--- src/rtl/pipeline_control_pkg.sv ---
// ----------------------------------------------------------------------------
// pipeline_control_pkg
// Shared definitions for the 5-stage pipeline control slice: opcode constants,
// ALUOp and forward-select encodings, and the packed control bundle that
// travels down the ID/EX, EX/MEM and MEM/WB stage registers.
// ----------------------------------------------------------------------------
package pipeline_control_pkg;

   // Opcodes (instruction[31:26])
   localparam logic [5:0] OP_RTYPE = 6'b000000;
   localparam logic [5:0] OP_LW    = 6'b100011;
   localparam logic [5:0] OP_SW    = 6'b101011;
   localparam logic [5:0] OP_BEQ   = 6'b000100;
   localparam logic [5:0] OP_ADDI  = 6'b001000;

   // ALUOp encodings
   localparam logic [1:0] ALUOP_ADD   = 2'b00;  // address calc / addi
   localparam logic [1:0] ALUOP_SUB   = 2'b01;  // beq compare
   localparam logic [1:0] ALUOP_FUNCT = 2'b10;  // R-type, ALU decodes funct

   // EX operand-source selects
   localparam logic [1:0] FWD_RF    = 2'b00;
   localparam logic [1:0] FWD_MEMWB = 2'b01;
   localparam logic [1:0] FWD_EXMEM = 2'b10;

   typedef struct packed {
      logic       reg_dst;
      logic       alu_src;
      logic [1:0] alu_op;
   } ex_ctrl_t;

   typedef struct packed {
      logic mem_read;
      logic mem_write;
      logic branch;
   } mem_ctrl_t;

   typedef struct packed {
      logic mem_to_reg;
      logic reg_write;
   } wb_ctrl_t;

   typedef struct packed {
      ex_ctrl_t  ex;
      mem_ctrl_t mem;
      wb_ctrl_t  wb;
   } ctrl_t;

   localparam int    CTRL_W   = $bits(ctrl_t);
   localparam ctrl_t CTRL_NOP = '0;

   // rt is read as a source only by these instruction classes; for lw and
   // addi it is the destination, so a match there is not a hazard.
   function automatic logic rt_is_src(input logic [5:0] op);
      return (op == OP_RTYPE) || (op == OP_SW) || (op == OP_BEQ);
   endfunction

endpackage

--- src/rtl/pipeline_control_decode.sv ---
// ----------------------------------------------------------------------------
// control_decode
// Purely combinational opcode -> control bundle decode for the ID stage.
// Unknown opcodes decode to an all-zero bundle (NOP).
// Ports:
//   opcode  in   6       instruction[31:26]
//   ctrl    out  CTRL_W  packed ctrl_t bundle (EX, MEM, WB groups)
// ----------------------------------------------------------------------------
module control_decode
   import pipeline_control_pkg::*;
(
   input  logic [5:0]        opcode,
   output logic [CTRL_W-1:0] ctrl
);

   ctrl_t c;

   always_comb begin
      c = CTRL_NOP;
      case (opcode)
         OP_RTYPE: begin
            c.ex.reg_dst   = 1'b1;
            c.ex.alu_op    = ALUOP_FUNCT;
            c.wb.reg_write = 1'b1;
         end
         OP_LW: begin
            c.ex.alu_src    = 1'b1;
            c.ex.alu_op     = ALUOP_ADD;
            c.mem.mem_read  = 1'b1;
            c.wb.mem_to_reg = 1'b1;
            c.wb.reg_write  = 1'b1;
         end
         OP_SW: begin
            c.ex.alu_src    = 1'b1;
            c.ex.alu_op     = ALUOP_ADD;
            c.mem.mem_write = 1'b1;
         end
         OP_BEQ: begin
            c.ex.alu_op  = ALUOP_SUB;
            c.mem.branch = 1'b1;
         end
         OP_ADDI: begin
            c.ex.alu_src   = 1'b1;
            c.ex.alu_op    = ALUOP_ADD;
            c.wb.reg_write = 1'b1;
         end
         default: c = CTRL_NOP;
      endcase
   end

   assign ctrl = c;

endmodule

--- src/rtl/pipeline_control.sv ---
// ----------------------------------------------------------------------------
// pipeline_control
// Control path of a classic 5-stage pipeline: ID decode, ID/EX, EX/MEM and
// MEM/WB control registers, load-use / RAW stall, branch flush and EX operand
// forwarding.
//
// Build option: macro FORWARD_EN.
//   defined   - forwarding from EX/MEM and MEM/WB; only load-use stalls.
//   undefined - no forwarding (selects tied to 00); ID stalls while any
//               in-flight writer targets a live ID source register.
//
// Ports:
//   clock, reset          rising-edge clock, synchronous active-high reset
//   opcode, rs, rt, rd    fields of the instruction in ID
//   PCSrc                 branch taken (resolved in MEM) -> flush
//   pc_write, ifid_write  PC / IF-ID load enables (0 during a stall)
//   RegDst ALUSrc ALUOp   EX controls, from ID/EX
//   MemRead MemWrite Branch  MEM controls, from EX/MEM
//   MemToReg RegWrite     WB controls, from MEM/WB
//   wb_reg_dest           MEM/WB destination register
//   forward_a, forward_b  EX operand selects (00 RF, 10 EX/MEM, 01 MEM/WB)
// ----------------------------------------------------------------------------
module pipeline_control
   import pipeline_control_pkg::*;
#(
   parameter int REG_ADDR_W = 5
) (
   input  logic                  clock,
   input  logic                  reset,
   input  logic [5:0]            opcode,
   input  logic [REG_ADDR_W-1:0] rs,
   input  logic [REG_ADDR_W-1:0] rt,
   input  logic [REG_ADDR_W-1:0] rd,
   input  logic                  PCSrc,
   output logic                  pc_write,
   output logic                  ifid_write,
   output logic                  RegDst,
   output logic                  ALUSrc,
   output logic [1:0]            ALUOp,
   output logic                  MemRead,
   output logic                  MemWrite,
   output logic                  Branch,
   output logic                  MemToReg,
   output logic                  RegWrite,
   output logic [REG_ADDR_W-1:0] wb_reg_dest,
   output logic [1:0]            forward_a,
   output logic [1:0]            forward_b
);

   localparam int W = REG_ADDR_W;

   // ---------------- ID decode ----------------
   logic [CTRL_W-1:0] dec_bits;
   ctrl_t             dec;
   logic [W-1:0]      id_dest;
   logic              rt_live;

   control_decode u_decode (
      .opcode (opcode),
      .ctrl   (dec_bits)
   );

   assign dec     = dec_bits;
   assign id_dest = dec.ex.reg_dst ? rd : rt;
   assign rt_live = rt_is_src(opcode);

   // ---------------- stage registers ----------------
   ctrl_t     idex_ctrl;
   logic [W-1:0] idex_dest;
   mem_ctrl_t exmem_mem;
   wb_ctrl_t  exmem_wb;
   logic [W-1:0] exmem_dest;
   wb_ctrl_t  memwb_wb;
   logic [W-1:0] memwb_dest;

   logic stall, flush, bubble;

   // A writer hits ID when it writes a nonzero register that ID reads.
   function automatic logic src_hit(input logic         we,
                                    input logic [W-1:0] d,
                                    input logic [W-1:0] s,
                                    input logic [W-1:0] t,
                                    input logic         t_live);
      return we && (d != '0) && ((d == s) || (t_live && (d == t)));
   endfunction

   // Flush wins over stall: the PC must take the branch target, so both
   // enables stay high whenever PCSrc is set.
   assign flush      = PCSrc;
   assign pc_write   = flush | ~stall;
   assign ifid_write = flush | ~stall;
   assign bubble     = flush | stall;

   always_ff @(posedge clock) begin
      if (reset) begin
         idex_ctrl  <= CTRL_NOP;
         idex_dest  <= '0;
         exmem_mem  <= '0;
         exmem_wb   <= '0;
         exmem_dest <= '0;
         memwb_wb   <= '0;
         memwb_dest <= '0;
      end else begin
         // Bubble is a full NOP: controls and destination cleared.
         if (bubble) begin
            idex_ctrl <= CTRL_NOP;
            idex_dest <= '0;
         end else begin
            idex_ctrl <= dec;
            idex_dest <= id_dest;
         end

         // Taken branch kills the instruction currently in EX as well.
         if (flush) begin
            exmem_mem  <= '0;
            exmem_wb   <= '0;
            exmem_dest <= '0;
         end else begin
            exmem_mem  <= idex_ctrl.mem;
            exmem_wb   <= idex_ctrl.wb;
            exmem_dest <= idex_dest;
         end

         memwb_wb   <= exmem_wb;
         memwb_dest <= exmem_dest;
      end
   end

`ifdef FORWARD_EN
   // Source addresses are only needed by the forwarding compare.
   logic [W-1:0] idex_rs, idex_rt;

   function automatic logic [1:0] fwd_sel(input logic [W-1:0] src,
                                          input logic         em_we,
                                          input logic [W-1:0] em_d,
                                          input logic         mw_we,
                                          input logic [W-1:0] mw_d);
      // EX/MEM holds the younger result, so it is checked first.
      if (em_we && (em_d != '0) && (em_d == src))      return FWD_EXMEM;
      else if (mw_we && (mw_d != '0) && (mw_d == src)) return FWD_MEMWB;
      else                                             return FWD_RF;
   endfunction

   always_ff @(posedge clock) begin
      if (reset || bubble) begin
         idex_rs <= '0;
         idex_rt <= '0;
      end else begin
         idex_rs <= rs;
         idex_rt <= rt;
      end
   end

   // Only a load in EX cannot be covered by forwarding.
   assign stall = src_hit(idex_ctrl.mem.mem_read, idex_dest, rs, rt, rt_live);

   assign forward_a = fwd_sel(idex_rs, exmem_wb.reg_write, exmem_dest,
                              memwb_wb.reg_write, memwb_dest);
   assign forward_b = fwd_sel(idex_rt, exmem_wb.reg_write, exmem_dest,
                              memwb_wb.reg_write, memwb_dest);
`else
   // Without forwarding ID waits until every pending writer has retired.
   assign stall = src_hit(idex_ctrl.wb.reg_write, idex_dest,  rs, rt, rt_live)
                | src_hit(exmem_wb.reg_write,     exmem_dest, rs, rt, rt_live)
                | src_hit(memwb_wb.reg_write,     memwb_dest, rs, rt, rt_live);

   assign forward_a = FWD_RF;
   assign forward_b = FWD_RF;
`endif

   // ---------------- outputs ----------------
   assign RegDst      = idex_ctrl.ex.reg_dst;
   assign ALUSrc      = idex_ctrl.ex.alu_src;
   assign ALUOp       = idex_ctrl.ex.alu_op;
   assign MemRead     = exmem_mem.mem_read;
   assign MemWrite    = exmem_mem.mem_write;
   assign Branch      = exmem_mem.branch;
   assign MemToReg    = memwb_wb.mem_to_reg;
   assign RegWrite    = memwb_wb.reg_write;
   assign wb_reg_dest = memwb_dest;

endmodule

--- config.mk ---
export PLATFORM = sky130hd
export DESIGN_NAME = pipeline_control
export DESIGN_NICKNAME = d
export VERILOG_FILES = /design/src/rtl/pipeline_control_pkg.sv /design/src/rtl/pipeline_control_decode.sv /design/src/rtl/pipeline_control.sv
export SDC_FILE = /design/constraint.sdc
export NUM_CORES = 1
export LEC_CHECK = 0
export BUFFER_PORTS_ARGS = -buffer_cell sky130_fd_sc_hd__buf_2
export CAP_MARGIN = 20
export CORE_AREA = 8 8 67 69
export DETAILED_ROUTE_END_ITERATION = 10
export DIE_AREA = 0 0 75 77
export GPL_ROUTABILITY_DRIVEN = 0
export MAX_ROUTING_LAYER = met4
export PLACE_DENSITY = 0.68
export SLEW_MARGIN = 10
export SYNTH_ARGS = -nofsm -noshare
export SYNTH_HDL_FRONTEND = slang
export SYNTH_HIERARCHICAL = 1
export SYNTH_SLANG_ARGS = --single-unit
--- constraint.sdc ---
create_clock -name clock -period 3.6 [get_ports clock]
set_input_delay 0.36 -clock clock [delete_from_list [all_inputs] [get_ports clock]]
set_output_delay 0.36 -clock clock [all_outputs]
set_load 0.02 [all_outputs]
==> results.json, run 1 <==
{
  "cts_buffers": 5,
  "cts-root-buf": "clkbuf_4",
  "routedWlPerCell_um": 14.03,
  "cts_resized": 0,
  "worstPathRequired_ns": 3.24,
  "clock_latency_ns": 0.34,
  "drt-pass1-iter-count": 4,
  "syn2layout_area_growth_pct": 18.24,
  "overflow": 0,
  "hp-class": "primary input to flip-flop",
  "startpoint_type": "flip-flop",
  "cts_sinks": 31,
  "leakage_nw": 0.7735,
  "antenna_left": 0,
  "synth.distinct_cells": 31,
  "hold_path_startpoint": "rd[1]",
  "stdcell_count": 238,
  "layout_common_cells": "buf_2, dfxtp_1, xor2_1, xnor2_1",
  "status": "completed",
  "viasPerCell": 4.803,
  "port_buffers": 39,
  "fin_area_um2": 1735,
  "cts_setup_buffers": 0,
  "finClkSkew_ns": 0.009967,
  "yosysWarnings": 6,
  "drt_iter0_markers": 146,
  "min_period_ns": 2.611,
  "period_share": 0.7253,
  "grt_pass1_vias": 1244,
  "worstSetupEndpointType": "output pin",
  "min_to": "idex_dest[1]",
  "slew_violations": 0,
  "synth_area_um2": 1468,
  "ir_drop_uv": 190.1,
  "drv_cap": 0,
  "nFillCells": 356,
  "clkSlewWorstSetupHoldPaths_ns": 0.10,
  "cts_tree": "done",
  "setup_viol": 0,
  "reg2reg_slack_ns": 1.64,
  "cp.arrival_ns": 2.25,
  "final_nets": 213,
  "place_area_um2": 1667,
  "dieArea_um2": 5775,
  "ios": 44,
  "vias": 1143,
  "cts_buffer_depth": 2,
  "power_density_nw_per_um2": 377.7,
  "rsz0062_at_grt": "false",
  "tns_ns": 0,
  "syn_avg_cell_area_um2": 9.784,
  "synth_cells": 150,
  "cts_hold_buf": 0,
  "antenna_cells": 0,
  "drive_gt1_frac": 0.2737,
  "synth_seq_cells": 31,
  "grt_pass1_wl_mm": 5.568,
  "hold_depth": 3,
  "rows": 22,
  "worstRegToRegCells": 5,
  "htree_levels": 2,
  "synth-seq-area-share": 0.4228,
  "die_h_um": 77,
  "final_common_cell": "buf_2",
  "r2r-start": "wb_reg_dest[1]",
  "antenna_found_initial": 0,
  "place_hpwl_mm": 2.597,
  "dp.cells": 230,
  "grt.total_usage": 0.1298,
  "route.detailed.drc": 0,
  "hold_viol": 0,
  "grt_max_degree": 20,
  "routed_wl_mm": 3.339,
  "rr_endpoint": "idex_dest[4]",
  "path_class": "flip-flop to output pin",
  "start_util": 0.4198,
  "core_um2": 3496,
  "totalPowerFinal_mw": 0.6555,
  "die_w_um": 75,
  "path_max_fanout": 10,
  "max_freq_mhz": 383.0
}
## synthesized netlist by cell type
cell	instances	area, um^2
dfxtp_1	31	620.6
xor2_1	18	157.7
xnor2_1	12	105.1
buf_4	10	75.07
and2_1	9	56.30
and3_1	9	56.30
nor2b_1	7	43.79
nor2_1	6	22.52
nor3_1	6	30.03
mux2i_1	5	50.05
nand3_1	4	20.02
or4_1	4	30.03
a21oi_1	3	15.01
nand4_1	3	18.77
nor4_1	3	18.77
clkbuf_1	2	7.510
nand4b_1	2	17.52
nor4b_1	2	17.52
o21ai_1	2	10.01
a211oi_1	1	7.510
a211oi_2	1	12.51
and2_2	1	7.510
conb_1	1	3.750
nand2b_1	1	6.260
nor3_2	1	10.01
o21ai_0	1	5.000
o22ai_1	1	6.260
or2_1	1	6.260
or3_1	1	6.260
or4b_1	1	10.01
or4b_4	1	13.76
## power by group
group          internal, mW  switching, mW
sequential            0.347        0.00518
clock                 0.115          0.117
combinational        0.0315         0.0397
total                 0.493          0.162
## registers in the layout, summed over array words and instances, names as in the netlist
register / flops
exmem_dest: 5
idex_ctrl: 5
idex_dest: 5
wb_reg_dest: 5
ALUOp: 2
exmem_wb: 2
ALUSrc: 1
Branch: 1
MemRead: 1
MemToReg: 1
MemWrite: 1
RegDst: 1
RegWrite: 1
## final cells by class
cell class	count	area [um^2]	area share
clock buffers	8	68.82	0.03965
well taps	48	60.06	0.03461
multi-input cells	110	775.7	0.4470
repair buffers	41	210.2	0.1211
flip-flops and latches	31	620.6	0.3576
## through the flow
step           utilization  setup slack [ns]  hold slack [ns]
2_1_floorplan            -             1.247           0.4057
3_3_place_gp        0.4767             1.136           0.4086
3_5_place_dp        0.4767             1.053           0.4164
4_1_cts             0.4964            0.9705           0.2524
5_1_grt             0.4964            0.7707           0.2397
6_report            0.4964            0.9888           0.2535
## per-layer routing
layer	vias up	wire length, um	track usage
met5	-	0	-
met3	5	192	0.03381
li1	583	-	-
met1	518	1428	0.1396
met2	37	1660	0.2033
met4	0	58	0.08235
## how the worst max path moves through the flow
| stage | depth (start not counted) | slack, ns | startpoint | to |
|---|---|---|---|---|
| 6_report | 6 | 0.99 | wb_reg_dest[1] | ifid_write |
| 5_1_grt | 6 | 0.77 | wb_reg_dest[1] | pc_write |
| 4_1_cts | 6 | 0.97 | wb_reg_dest[1] | ifid_write |
| 3_5_place_dp | 8 | 1.05 | opcode[1] | ifid_write |
| 3_3_place_gp | 8 | 1.14 | opcode[1] | pc_write |
| 2_1_floorplan | 7 | 1.25 | opcode[1] | pc_write |
## kinds of logic after synthesis
family	count (synthesis)	share of synthesized area
xor+xnor	30	0.1790
mux	5	0.03410
other cells	1	0.002555
flops	31	0.4229
buf+inv	12	0.05627
compound gates	9	0.03836
simple gates	62	0.2668
## critical path, cell delays in order, from the launching register on
cell,delay (ns)
dfxtp_1,0.37
or4_1,0.54
o21ai_0,0.23
a21oi_1,0.10
nor3_2,0.34
or2_1,0.17
buf_2,0.17
Note: power is estimated with default switching activity, not from simulation.
==> run 2: changes to the inputs <==
--- a/config.mk
+++ b/config.mk
@@ -5,11 +5,12 @@
 export SDC_FILE = /design/constraint.sdc
 export NUM_CORES = 1
 export LEC_CHECK = 0
+export ABC_AREA = 1
 export BUFFER_PORTS_ARGS = -buffer_cell sky130_fd_sc_hd__buf_2
 export CAP_MARGIN = 20
-export CORE_AREA = 8 8 67 69
+export CORE_AREA = 8 8 71 73
 export DETAILED_ROUTE_END_ITERATION = 10
-export DIE_AREA = 0 0 75 77
+export DIE_AREA = 0 0 79 81
 export GPL_ROUTABILITY_DRIVEN = 0
 export MAX_ROUTING_LAYER = met4
 export PLACE_DENSITY = 0.68
==> constraint.sdc (replaced) <==
create_clock -name clock -period 2.7 [get_ports clock]
set_input_delay 0.27 -clock clock [delete_from_list [all_inputs] [get_ports clock]]
set_output_delay 0.27 -clock clock [all_outputs]
set_load 0.02 [all_outputs]
==> run 2 against run 1 <==
Against the previous run: utilization is 0.20 points higher; hold slack hardly changed; clock skew is 0.0034 ns lower; critical endpoint unchanged; first-iteration DRC count is 47% lower.
==> results.json, run 2 <==
{
  "synth_top_area_cell": "dfxtp_1",
  "status": "completed",
  "startpoint_type": "flip-flop",
  "clkSlewWorstSetupHoldPaths_ns": 0.06,
  "ir_drop_uv": 184.8,
  "multi_input_area_um2": 804.5,
  "grt_pass1_vias": 1504,
  "routedWlPerCell_um": 10.85,
  "yosysWarnings": 6,
  "syn_avg_cell_area_um2": 6.649,
  "grt_max_degree": 15,
  "async_flop_share": 0,
  "slew_violations": 0,
  "nFillCells": 438,
  "synth_seq_cells": 31,
  "antenna_cells": 0,
  "rsz0062_at_grt": "false",
  "totalPowerFinal_mw": 0.9076,
  "internal_power_mw": 0.6779,
  "htree_levels": 2,
  "worstRegToRegCells": 8,
  "drt-pass1-iter-count": 5,
  "synth-seq-area-share": 0.3661,
  "antenna_left": 0,
  "tns_ns": 0,
  "period_share": 0.6877,
  "cts_sinks": 31,
  "cts_resized": 0,
  "path_max_fanout": 6,
  "hp-class": "primary input to flip-flop",
  "seqPwrFrac": 0.517,
  "die_h_um": 81,
  "finClkSkew_ns": 0.006612,
  "p_clk_frac": 0.354,
  "port_buffers": 39,
  "die_w_um": 79,
  "synth.distinct_cells": 24,
  "worstPathRequired_ns": 2.43,
  "drt_iter0_markers": 78,
  "synth_cells": 255,
  "layout_common_cells": "inv_1, nand2_1, nor2_1, buf_2, dfxtp_1",
  "cts_buffer_depth": 2,
  "vias": 1534,
  "hold_viol": 0,
  "leakage_nw": 0.9878,
  "place_hpwl_mm": 3.036,
  "hold_depth": 2,
  "rows": 23,
  "grt.total_usage": 0.1296,
  "start_util": 0.4332,
  "synthTopCellsByArea": "dfxtp_1, inv_1, nand2_1, nor2_1, nand3_1",
  "synth_edf_count": 0,
  "final_nets": 316,
  "worstSetupEndpointType": "output pin",
  "worst_slack_ns": 0.8432,
  "viasPerCell": 4.499,
  "dieArea_um2": 6399,
  "clock_latency_ns": 0.28,
  "seq_area_um2": 620.6,
  "routed_wl_mm": 3.699,
  "synth_top_area_frac": 0.3661,
  "setup_viol": 0,
  "cts_hold_buf": 0,
  "core_um2": 3914,
  "yosysMostFrequentCell": "inv_1",
  "swShare": 0.2530,
  "cts_setup_buffers": 0,
  "ios": 44,
  "path_class": "flip-flop to output pin",
  "power_density_nw_per_um2": 465.3,
  "synth_area_um2": 1695,
  "power_frac_comb": 0.129,
  "cts_tree": "done",
  "drive_gt1_frac": 0.2131,
  "max_freq_mhz": 538.5,
  "cp.arrival_ns": 1.59,
  "final_common_cell": "inv_1",
  "overflow": 0,
  "antenna_found_initial": 0,
  "syn2layout_area_growth_pct": 15.06,
  "net-switching-power_mw": 0.2296,
  "cts-root-buf": "clkbuf_8",
  "pre_cts_slack_ns": 1.047,
  "cts_buffers": 5,
  "grt_pass1_wl_mm": 6.299,
  "drv_cap": 0,
  "synthTopCellsByCount": "inv_1, nand2_1, nor2_1, dfxtp_1, nand3_1",
  "route.detailed.drc": 0,
  "final_core_util": 0.4984,
  "synth_ff_type": "dfxtp_1",
  "min_period_ns": 1.857
}
==> run 2: layout make-up <==
cell class              count  area share
multi-input cells         163      0.4124
flip-flops and latches     31      0.3182
repair buffers             39      0.1001
inverters                  52      0.1001
clock buffers               6     0.03720
well taps                  50     0.03207
==> run 2: path summary, 6_finish.rpt <==
path                                      from              to  slack (ns)
worst max-delay path            wb_reg_dest[0]      ifid_write        0.84
worst max register to register    idex_dest[3]    idex_dest[4]        1.23
worst min-delay path                     reset  wb_reg_dest[3]        0.25
worst min register to register     exmem_wb[1]        MemToReg        0.40
==> run 2: power groups by stage <==
stage / clock (mW) / sequential [mW] / combinational [mW]
2_1_floorplan: 0 / 0.479 / 0.0791
3_3_place_gp: 0 / 0.479 / 0.116
3_5_place_dp: 0 / 0.479 / 0.117
4_1_cts: 0.334 / 0.469 / 0.118
5_1_grt: 0.356 / 0.469 / 0.132
6_report: 0.322 / 0.469 / 0.117
==> run 2: cell families (layout without fill, tap and decap cells) <==
logic type | after synthesis | after routing | share of synthesized area
AO/OA/AOI/OAI | 13 | 13 | 0.03985
XOR/XNOR | 13 | 13 | 0.06716
buffers and inverters | 64 | 97 | 0.1660
flip-flops | 31 | 31 | 0.3661
other | 1 | 4 | 0.002212
AND/OR/NAND/NOR | 133 | 133 | 0.3587
==> run 2: layer usage <==
metal	wire length, um	global-route usage	vias to the layer above	part of all wire
met5	0	-	-	0
met4	101	0.08148	0	0.027
met3	238	0.04084	8	0.064
met2	1746	0.2145	46	0.47
met1	1612	0.1316	663	0.44
li1	-	-	817	-
==> run 2: worst max-delay path, stage by stage, from the launching register on <==
cell     delay, ns
dfxtp_1       0.43
nor2_1        0.07
nor3_1        0.24
nand3_1       0.10
nand2_1       0.10
nand2_2       0.07
nand3_1       0.08
nand2_1       0.06
buf_2         0.15
==> run 2: stage by stage <==
stage	cell area, um^2	hold WS (ns)	instances
floorplan	1707	0.3883	258
global placement	1878	0.3931	335
detailed placement	1878	0.3948	335
CTS	1951	0.2510	341
global route	1951	0.2504	341
finish	1951	0.2539	341
==> run 3: changes to the inputs <==
==> constraint.sdc (replaced) <==
create_clock -name clock -period 1.8 [get_ports clock]
set_input_delay 0.18 -clock clock [delete_from_list [all_inputs] [get_ports clock]]
set_output_delay 0.18 -clock clock [all_outputs]
set_load 0.02 [all_outputs]
==> run 3 against run 2 <==
Against the previous run: clock skew increased by 0.0011 ns; via count increased by 0.13%; register-to-register slack got worse by 0.92 ns; critical path type unchanged; largest cell class unchanged; setup slack got worse by 0.72 ns; design area increased by 5.6%.
==> results.json, run 3 (synthesis gave the netlist of run 2 again) <==
{
  "hold_depth": 2,
  "htree_levels": 2,
  "cts_tree": "done",
  "port_buffers": 39,
  "drt-pass1-iter-count": 4,
  "routedWlPerCell_um": 10.67,
  "antenna_found_initial": 0,
  "syn2layout_area_growth_pct": 21.48,
  "route.detailed.drc": 0,
  "leakage_nw": 1.051,
  "dieArea_um2": 6399,
  "antenna_cells": 0,
  "crit_family": "simple AND/OR/NAND/NOR gates",
  "tns_ns": 0,
  "ios": 44,
  "finClkSkew_ns": 0.007762,
  "clock_latency_ns": 0.29,
  "cts_sinks": 31,
  "ir_drop_uv": 440.7,
  "reg2reg_slack_ns": 0.31,
  "worstRegToRegCells": 11,
  "slew_violations": 0,
  "vias": 1536,
  "dp.cells": 335,
  "grt.total_usage": 0.1318,
  "die_w_um": 79,
  "grt_pass1_vias": 1538,
  "clkSlewWorstSetupHoldPaths_ns": 0.07,
  "place_hpwl_mm": 2.949,
  "status": "completed",
  "worstPathRequired_ns": 1.62,
  "startpoint": "wb_reg_dest[0]",
  "routed_wl_mm": 3.704,
  "startpoint_type": "flip-flop",
  "r2r-start": "exmem_dest[2]",
  "hold_viol": 0,
  "min_period_ns": 1.677,
  "cp_slowest_cell": "dfxtp_2",
  "critPathMaxStageDelay_ns": 0.34,
  "period_share": 0.9317,
  "worstSetupEndpointType": "output pin",
  "layout_common_cells": "nand2_1, inv_1, nor2_1, buf_2, dfxtp_1",
  "drt_iter0_markers": 77,
  "drive_gt1_frac": 0.2896,
  "cts_buffers": 5,
  "nFillCells": 406,
  "stdcell_count": 347,
  "grt_pass1_wl_mm": 6.555,
  "path_max_fanout": 6,
  "setup_viol": 0,
  "cts-root-buf": "clkbuf_8",
  "drv_cap": 0,
  "die_h_um": 81,
  "max_freq_mhz": 596.3,
  "path_class": "flip-flop to output pin",
  "cts_buffer_depth": 2,
  "final_common_cell": "nand2_1",
  "final_nets": 320,
  "hold_path_startpoint": "reset",
  "core_um2": 3914,
  "cp.arrival_ns": 1.50,
  "crit_buf_inv": 2,
  "hp-class": "primary input to flip-flop",
  "min_to": "wb_reg_dest[3]",
  "antenna_left": 0,
  "rows": 23,
  "crit_path_cell_trace": "nor4_1 > nand2_1 > nand2_1 > inv_1 > nand2_2 > nand3_2 > nand2_2 > buf_6",
  "start_util": 0.4332,
  "rr_endpoint": "idex_ctrl[2]",
  "overflow": 0,
  "grt_max_degree": 15,
  "viasPerCell": 4.427,
  "power_density_nw_per_um2": 770.6
}
run 3: cell types whose count changed in the layout (fill, tap and decap cells not counted), sizes merged:
cell    delta
buf        +4
bufinv     +1
clkinv     +1
run 3: cell type report:
cell class              instances  area, um^2  share of cell area
clock buffers                   6       82.58             0.04010
clock inverters                 2       35.03             0.01701
inverters                      52       195.2             0.09477
multi-input cells             163       812.0              0.3943
flip-flops and latches         31       634.4              0.3080
well taps                      50       62.56             0.03038
repair buffers                 43       237.7              0.1154
run 3: what timing repair did:
action	4_1_cts	5_1_grt
gates resized for setup	0	21
hold buffers	0	0
setup endpoints to repair	0	2
setup buffers	0	4
run 3: worst max-delay path by stage:
stage / end / slack, ns / depth (start not counted)
2_1_floorplan: pc_write / 0.25 / 10
3_3_place_gp: ifid_write / 0.33 / 10
3_5_place_dp: pc_write / 0.33 / 8
4_1_cts: pc_write / 0.04 / 8
5_1_grt: pc_write / -0.003 / 12
6_report: ifid_write / 0.12 / 8
run 3: per-stage QoR:
stage          hold slack, ns  area, um^2  power, mW  utilization  setup WS [ns]
2_1_floorplan          0.3628        1707     0.8369            -         0.2493
3_3_place_gp           0.3951        1878     0.8919       0.4799         0.3278
3_5_place_dp           0.3990        1878     0.8926       0.4799         0.3308
4_1_cts                0.1533        1996      1.596       0.5099        0.03987
5_1_grt                0.1640        2059      1.664       0.5262      -0.002797
6_report               0.1523        2059      1.587       0.5262         0.1230
run 3: power by group:
part	total [mW]	leakage (nW)	internal, mW	switching, mW
clock network	0.704	0.0612	0.447	0.257
registers	0.704	0.256	0.696	0.00750
logic	0.179	0.734	0.0671	0.112
total	1.59	1.05	1.21	0.377
run 3: metal layers:
layer,vias to the layer above,share of wire,global-route usage
met1,663,0.44,0.1396
met3,7,0.063,0.04415
met5,-,0,-
li1,826,-,-
met2,40,0.47,0.2128
met4,0,0.024,0.07407
run 3: worst reg2reg max path: cells and delay by family, from the launching register on:
kind          cells  cell delay [ns]
buf+inv           2             0.18
flops             1             0.38
simple gates      9             0.89
